--- config.mk ---
export PLATFORM = sky130hd
export DESIGN_NAME = bias_relu_stage
export DESIGN_NICKNAME = d
export VERILOG_FILES = /design/src/rtl/bias_relu_stage.sv
export SDC_FILE = /design/constraint.sdc
export NUM_CORES = 2
export LEC_CHECK = 0
export ABC_AREA = 1
export CAP_MARGIN = 30
export CORE_MARGIN = 1.5
export CORE_UTILIZATION = 54
export CTS_BUF_LIST = sky130_fd_sc_hd__clkbuf_2
export CTS_CLUSTER_DIAMETER = 120
export CTS_CLUSTER_SIZE = 28
export DETAILED_ROUTE_END_ITERATION = 10
export PLACE_DENSITY = 0.81
export REMOVE_ABC_BUFFERS = 1
export SLEW_MARGIN = 20
export SYNTH_ARGS = -nofsm -noshare
export SYNTH_HDL_FRONTEND = slang
export SYNTH_SLANG_ARGS = --single-unit
--- constraint.sdc ---
create_clock -name clk -period 23.1 [get_ports clk]
set_input_delay 2.31 -clock clk [delete_from_list [all_inputs] [get_ports clk]]
set_output_delay 2.31 -clock clk [all_outputs]
set_load 0.02 [all_outputs]
--- src/rtl/bias_relu_stage.sv ---
// ---------------------------------------------------------------------------
// bias_relu_stage
//   Element-serial bias add plus optional ReLU sitting behind the matmul
//   stage. One shared add_float computes x[k] + bias[k] for k = 0..N-1. Each
//   result is written into its own slot of the output vector.
//
//   Ports (top):
//     clk       clock, rising edge
//     rst       asynchronous, active-high reset
//     start     one-cycle pulse: latch x/bias and begin a run (ignored when busy)
//     x, bias   S*N flattened vectors, element k at [S*(k+1)-1:S*k]
//     o         registered result vector, same layout
//     busy      high while a run is in progress
//     done      level, high after the last element is written until the
//               next accepted start or reset
//     nan_flag  sticky OR of adder NaN results over the current run
//     ovf_flag  sticky OR of adder overflow over the current run
//
//   add_float (helper, same file)
//     Two-cycle IEEE-754 adder with round-to-nearest-even. Operands are
//     latched on start and the result, done, nan and overflow are registered
//     one cycle later. done is a one-cycle pulse. rst_n is asynchronous and
//     active-low.
// ---------------------------------------------------------------------------

module add_float #(
    parameter int S = 32
) (
    input  logic         clk,
    input  logic         rst_n,
    input  logic         start,
    input  logic [S-1:0] a,
    input  logic [S-1:0] b,
    input  logic         sub,
    output logic [S-1:0] y,
    output logic         done,
    output logic         nan,
    output logic         overflow
);
    localparam int EW = (S == 64) ? 11 : (S == 16) ? 5 : 8;
    localparam int MW = S - EW - 1;
    localparam int M  = MW + 1;     // significand including hidden bit
    localparam int XW = M + 3;      // plus guard, round, sticky
    localparam logic [EW-1:0] EMAX = '1;

    logic [S-1:0] a_q, b_q;
    logic         busy_q;

    logic [S-1:0] res;
    logic         res_nan, res_ovf;

    function automatic int lzc(input logic [XW-1:0] v);
        int  n;
        bit  found;
        n = 0;
        found = 1'b0;
        for (int i = XW - 1; i >= 0; i--) begin
            if (!found) begin
                if (v[i]) found = 1'b1;
                else      n++;
            end
        end
        return n;
    endfunction

    logic          sa, sb, s_big, eff_sub, swap, sticky, rnd_up;
    logic          a_nan, b_nan, a_inf, b_inf;
    logic [EW-1:0] ea, eb, e_big, e_small, eb_eff, es_eff;
    logic [MW-1:0] fa, fb, f_big, f_small;
    logic [XW-1:0] x_big, x_small, al, norm;
    logic [XW:0]   sum;
    logic [M:0]    mr;
    int            dd, ei, lz, sh;

    always_comb begin
        sa = a_q[S-1];  ea = a_q[S-2:MW];  fa = a_q[MW-1:0];
        sb = b_q[S-1];  eb = b_q[S-2:MW];  fb = b_q[MW-1:0];
        a_nan = (ea == EMAX) && (fa != '0);
        b_nan = (eb == EMAX) && (fb != '0);
        a_inf = (ea == EMAX) && (fa == '0);
        b_inf = (eb == EMAX) && (fb == '0);
        eff_sub = sa ^ sb;

        // Larger magnitude goes first so the difference is never negative.
        swap    = {eb, fb} > {ea, fa};
        s_big   = swap ? sb : sa;
        e_big   = swap ? eb : ea;
        f_big   = swap ? fb : fa;
        e_small = swap ? ea : eb;
        f_small = swap ? fa : fb;

        // Subnormals share the exponent of the smallest normal.
        eb_eff = (e_big == '0)   ? EW'(1) : e_big;
        es_eff = (e_small == '0) ? EW'(1) : e_small;
        dd     = int'(eb_eff) - int'(es_eff);

        x_big   = {(e_big != '0), f_big, 3'b000};
        x_small = {(e_small != '0), f_small, 3'b000};
        al      = '0;
        sticky  = 1'b0;
        if (dd >= XW) begin
            sticky = |x_small;
        end else begin
            al     = x_small >> dd;
            sticky = |(x_small & ~({XW{1'b1}} << dd));
        end
        al[0] = al[0] | sticky;

        sum = eff_sub ? ({1'b0, x_big} - {1'b0, al}) : ({1'b0, x_big} + {1'b0, al});

        ei   = int'(eb_eff);
        lz   = 0;
        sh   = 0;
        norm = '0;
        if (sum[XW]) begin
            norm    = sum[XW:1];
            norm[0] = sum[1] | sum[0];
            ei      = ei + 1;
        end else begin
            // Left-normalise, but never below the subnormal exponent.
            lz   = lzc(sum[XW-1:0]);
            sh   = (lz < ei - 1) ? lz : ei - 1;
            norm = sum[XW-1:0] << sh;
            ei   = ei - sh;
        end

        rnd_up = norm[2] & (norm[1] | norm[0] | norm[3]);
        mr     = {1'b0, norm[XW-1:3]} + (M+1)'(rnd_up);
        if (mr[M]) begin
            mr = mr >> 1;
            ei = ei + 1;
        end

        res_nan = 1'b0;
        res_ovf = 1'b0;
        if (a_nan || b_nan || (a_inf && b_inf && eff_sub)) begin
            res     = {1'b0, EMAX, 1'b1, {(MW-1){1'b0}}};
            res_nan = 1'b1;
        end else if (a_inf) begin
            res = {sa, EMAX, {MW{1'b0}}};
        end else if (b_inf) begin
            res = {sb, EMAX, {MW{1'b0}}};
        end else if (sum == '0) begin
            // Exact cancellation gives +0; only -0 + -0 keeps the sign.
            res = {(eff_sub ? 1'b0 : s_big), {(S-1){1'b0}}};
        end else if (ei >= int'(EMAX)) begin
            res     = {s_big, EMAX, {MW{1'b0}}};
            res_ovf = 1'b1;
        end else begin
            // Hidden bit clear after rounding means the result is subnormal.
            res = {s_big, (mr[M-1] ? EW'(ei) : {EW{1'b0}}), mr[MW-1:0]};
        end
    end

    always_ff @(posedge clk or negedge rst_n) begin
        if (!rst_n) begin
            a_q      <= '0;
            b_q      <= '0;
            busy_q   <= 1'b0;
            y        <= '0;
            done     <= 1'b0;
            nan      <= 1'b0;
            overflow <= 1'b0;
        end else begin
            done <= 1'b0;
            if (start) begin
                a_q    <= a;
                b_q    <= sub ? {~b[S-1], b[S-2:0]} : b;
                busy_q <= 1'b1;
            end else if (busy_q) begin
                busy_q   <= 1'b0;
                y        <= res;
                done     <= 1'b1;
                nan      <= res_nan;
                overflow <= res_ovf;
            end
        end
    end
endmodule

module bias_relu_stage #(
    parameter int S   = 32,
    parameter int N   = 4,
    parameter int ACT = 1
) (
    input  logic           clk,
    input  logic           rst,
    input  logic           start,
    input  logic [S*N-1:0] x,
    input  logic [S*N-1:0] bias,
    output logic [S*N-1:0] o,
    output logic           busy,
    output logic           done,
    output logic           nan_flag,
    output logic           ovf_flag
);
    localparam int EW = (S == 64) ? 11 : (S == 16) ? 5 : 8;
    localparam int MW = S - EW - 1;
    localparam int IW = (N > 1) ? $clog2(N) : 1;

    localparam logic [1:0] IDLE  = 2'd0;
    localparam logic [1:0] ISSUE = 2'd1;
    localparam logic [1:0] WAIT  = 2'd2;
    localparam logic [1:0] WRITE = 2'd3;

    logic [1:0]          state;
    logic [N-1:0][S-1:0] x_q, b_q, o_q;
    logic [IW-1:0]       idx;
    logic [S-1:0]        sum_q, add_y;
    logic                add_start, add_done, add_nan, add_ovf, add_rst_n;

    assign o         = o_q;
    assign add_rst_n = ~rst;
    // Decoded from registered state, so the adder cannot answer in ISSUE.
    assign add_start = (state == ISSUE);

    add_float #(.S(S)) u_add (
        .clk      (clk),
        .rst_n    (add_rst_n),
        .start    (add_start),
        .a        (x_q[idx]),
        .b        (b_q[idx]),
        .sub      (1'b0),
        .y        (add_y),
        .done     (add_done),
        .nan      (add_nan),
        .overflow (add_ovf)
    );

    // ReLU keeps NaN payloads visible downstream; any negative (incl. -0,
    // -inf) collapses to +0.
    function automatic logic [S-1:0] act_fn(input logic [S-1:0] v);
        if (ACT == 0)                                   return v;
        if ((&v[S-2:MW]) && (|v[MW-1:0]))               return v;
        if (v[S-1])                                     return '0;
        return v;
    endfunction

    always_ff @(posedge clk or posedge rst) begin
        if (rst) begin
            state    <= IDLE;
            x_q      <= '0;
            b_q      <= '0;
            o_q      <= '0;
            idx      <= '0;
            sum_q    <= '0;
            busy     <= 1'b0;
            done     <= 1'b0;
            nan_flag <= 1'b0;
            ovf_flag <= 1'b0;
        end else begin
            case (state)
                IDLE: begin
                    if (start) begin
                        x_q      <= x;
                        b_q      <= bias;
                        nan_flag <= 1'b0;
                        ovf_flag <= 1'b0;
                        done     <= 1'b0;
                        idx      <= '0;
                        busy     <= 1'b1;
                        state    <= ISSUE;
                    end
                end
                ISSUE: state <= WAIT;
                WAIT: begin
                    if (add_done) begin
                        sum_q    <= add_y;
                        nan_flag <= nan_flag | add_nan;
                        ovf_flag <= ovf_flag | add_ovf;
                        state    <= WRITE;
                    end
                end
                WRITE: begin
                    o_q[idx] <= act_fn(sum_q);
                    if (idx == IW'(N - 1)) begin
                        busy  <= 1'b0;
                        done  <= 1'b1;
                        state <= IDLE;
                    end else begin
                        idx   <= idx + 1'b1;
                        state <= ISSUE;
                    end
                end
                default: state <= IDLE;
            endcase
        end
    end
endmodule

==> impl_results.md <==
* Sw Share at roughly a quarter
* Maxcap violations at 0
* Global-route wire length before repair at approximately 190 mm
* Pre-CTS setup slack at -2470 ps
* Worst Clk Skew at 271 ps
* Avg WL per Cell at ~17 um
* CTS clk-pin slew, worst paths at around 530 ps
* FP Rows at 94
* Status: finished with violations
* Clock power share at a little over a fifth
* Gr ovfl total at 0
* CP Launch Point: u_add.b_q[29]$_DFFE_PP0P_
* EDFF count, synth at 0
* Worst reg2reg path depth at around 190
* Max Fclk at about 41 MHz
* Root Driver: clkbuf_2
* Capturing point of the worst reg2reg path: u_add.y[9]$_DFFE_PP0P_
* Crit start category: register
* Vias per cell at approximately 5.6
* IO buf count at 390
* Max Buffers Root-to-Sink at 3
* Maximum VDD drop at about 0.043 mV
* CP Class: register to register
* Slew Viols, Final at 0
* Number of global-route vias before repair at 37700
* Pwr per Cell Area at roughly 30 nW/um^2
* HPWL after DPL at between 90 and 100 mm
* I/O pin total at roughly 390
* Hold Vio Cnt, Final at 0
* GRT Total Usage at 34.0%
* CP Capture Type: register
* Die W at 262 um
* Final instance area at 49400 um^2
* Post-synth cell types at 76
* Slowest cell on the critical path: dfrtp_1
* Synth Flop Type: dfrtp_1
* Cell Area, Synth at around 36000 um^2
* Worst Path Arrival at approximately 25000 ps
* Layout cells sized above 1 at a little under a quarter
* Starting DRT DRC Count at just over 4000
* Clk Latency, worst-skew pair at ~1300 ps
* Pin count of the biggest net entering global routing at roughly 180
* Top cell by count, worst path: nand2_2
* Area growth, synth to finish at 36.8%
* Crit path capture: u_add.y[9]$_DFFE_PP0P_
* Req. time, crit path at approximately 24000 ps
* Mean post-synth cell area at between 6 and 7 um^2
* Reg power frac at between 60% and 70%
* Full die area at a little under 70000 um^2
* Fill cells at 5062
* RR Startpoint: u_add.b_q[29]$_DFFE_PP0P_
* Cell count after synthesis at 5283
* Setup TNS at -33330 ps
* Via count at a little over 40000
* Net Sw Power at around 380 uW
* Area occupied by multi-input gates at roughly 22000 um^2
* DR DRC count at 8
* CTS Sinks at 524
* Fin crit share at 105%
* Drt total wl at roughly 120 mm
* Core area at between 60000 and 70000 um^2
* Area occupied by registers at roughly 13000 um^2
* Antenna violations before repair at 1
* Layout Nets at 6768
* Sequential element share of the synthesized area at between 30% and 40%
* CTS tree: yes
* CTS H-tree lvls at 1
* Starting Density at between 50 and 60%
* Final setup violation count at 32
* RSZ-0062 raised after global routing: yes
* Total CTS buffers at 23
* Die Ht at around 260 um
* Hold WC Path Type: register to register
* Max incr delay on CP at roughly 500 ps
* Yosys synthesis warning count at 0
* Logic pwr share at 14.7%
* R2R setup slack at -1130 ps
* CTS Hold Bufs at 0
* P_leak at roughly 25 nW
* Async SR Flop Fraction at 100%
* Post-route ant nets at 0
* Crit Path Max Fanout at 6
* Final worst path period need at between 20000 and 25000 ps
* Slew margin rel. at between 20% and 30%
* Post-placement cell area at around 46000 um^2
* Slew @ Worst Pin at 1110 ps
* Failing checks: design-rule violations, negative setup slack
* Gpl congestion at ~1.0
* Most frequent cells in the layout: 1528 x nand2_1, 832 x buf_4, 545 x inv_1, 522 x dfrtp_1, 414 x o21ai_0
* #FFs+latches synth at about 520
* Power Internal at about 1.1 mW
* Post-route setup slack at -1130 ps
* Commonest non-fill, non-tap cell in the layout: nand2_1
* DRT Pass-1 Iters at 10
==> area by class of cell <==
cell class | count | area share, %
Antenna cell | 1 | 0.00507
Clock buffer | 25 | 0.253
Clock inverter | 4 | 0.0962
Inverter | 652 | 5.03
Multi-Input combinational cell | 3886 | 43.9
Sequential cell | 524 | 26.6
Tap cell | 864 | 2.19
Timing Repair Buffer | 1265 | 22.0
==> cells in the mapped netlist, drive strengths merged (2+ instances only) <==
| cell type | instances | area share, % |
|---|---|---|
| nand4 | 126 | 2.2 |
| nand2 | 1684 | 18 |
| nand3 | 455 | 6.5 |
| a2bb2oi | 2 | 0.049 |
| a211oi | 2 | 0.042 |
| or2 | 20 | 0.35 |
| a31oi | 84 | 1.5 |
| o2111ai | 2 | 0.049 |
| clkbuf | 181 | 1.9 |
| a21o | 5 | 0.10 |
| clkinv | 19 | 0.20 |
| o21a | 9 | 0.19 |
| a22oi | 2 | 0.042 |
| ha | 154 | 5.3 |
| xor2 | 45 | 1.1 |
| a21oi | 192 | 2.7 |
| a221o | 2 | 0.055 |
| inv | 633 | 6.6 |
| dfrtp | 524 | 36 |
| nor2 | 355 | 4.1 |
| a221oi | 4 | 0.097 |
| o31ai | 14 | 0.29 |
| xnor2 | 16 | 0.39 |
| buf | 59 | 0.98 |
| nand3b | 14 | 0.29 |
| a41oi | 2 | 0.049 |
| o211ai | 73 | 1.5 |
| a21boi | 4 | 0.10 |
| o221ai | 5 | 0.12 |
| fa | 3 | 0.17 |
| o311ai | 2 | 0.049 |
| nor3 | 35 | 0.53 |
| o22ai | 22 | 0.43 |
| nor3b | 3 | 0.076 |
| o21bai | 5 | 0.10 |
| mux2 | 6 | 0.19 |
| o21ai | 480 | 6.7 |
| nor4 | 26 | 0.45 |
==> power by group through the flow <==
stage               clock network (mW)  logic (mW)  registers, mW
floorplan                            0      0.0759          0.936
global placement                     0       0.178          0.935
detailed placement                   0       0.179          0.935
CTS                              0.309       0.187          0.924
global route                     0.336       0.230          0.925
finish                           0.305       0.212          0.924
==> flip-flops by register name (all words and copies together) (netlist names), 2 cells and up <==
signal     cells
idx            2
u_add.y       32
o            128
b_q          128
sum_q         32
u_add.a_q     32
u_add.b_q     32
x_q          128
state          2
==> worst min-delay path by stage <==
stage / startpoint / endpoint / slack [ps] / cells past startpoint
2_1_floorplan: b_q[31]$_DFFE_PP0P_ / b_q[31]$_DFFE_PP0P_ / 440 / 2
3_3_place_gp: b_q[8]$_DFFE_PP0P_ / b_q[8]$_DFFE_PP0P_ / 460 / 2
6_report: b_q[27]$_DFFE_PP0P_ / b_q[27]$_DFFE_PP0P_ / 530 / 2
5_1_grt: o[27]$_DFFE_PP0P_ / o[27]$_DFFE_PP0P_ / 540 / 2
3_5_place_dp: x_q[2]$_DFFE_PP0P_ / x_q[2]$_DFFE_PP0P_ / 460 / 2
4_1_cts: done$_DFFE_PP0P_ / done$_DFFE_PP0P_ / 530 / 2
==> through the flow <==
step                hold slack (ps)  utilization [%]  instances  total power, mW
floorplan                       444                -       5058             1.01
global placement                457             69.1       7014             1.11
detailed placement              460             69.1       7015             1.11
CTS                             527             71.7       7158             1.42
global route                    543             74.9       7221             1.49
finish                          527             74.9       7221             1.44
==> metal layers <==
| metal | up-vias | GRT usage, % | wire [um] |
|---|---|---|---|
| met3 | 340 | 3.85 | 8220 |
| met2 | 1710 | 56.9 | 58600 |
| li1 | 19400 | - | - |
| met5 | - | 0 | 0 |
| met1 | 19000 | 45.7 | 51100 |
| met4 | 0 | 11.9 | 5310 |
==> kinds of logic after synthesis <==
logic type      count (synthesis)  share of synthesized area [%]
fa+ha+maj                     157                           5.50
flops                         524                           36.3
buf+inv                       893                           9.68
xor+xnor                       61                           1.48
simple gates                 2722                           32.4
mux                             7                          0.215
other cells                     1                         0.0104
compound gates                918                           14.4
==> worst max-delay path: cells and delay by family, from the launching register on <==
kind	cells	cell delay (ps)
buffers and inverters	46	3980
AOI/OAI and AO/OA	20	2750
adders and majority gates	31	7760
and+or+nand+nor	89	9180
DFF	1	500
==> repair_timing <==
item,4_1_cts,5_1_grt
pin swaps,55,221
buffers inserted,106,66
setup endpoints to repair,32,32
gates resized for setup,145,385
cloned,8,4
(Power assumes the default switching activity.)
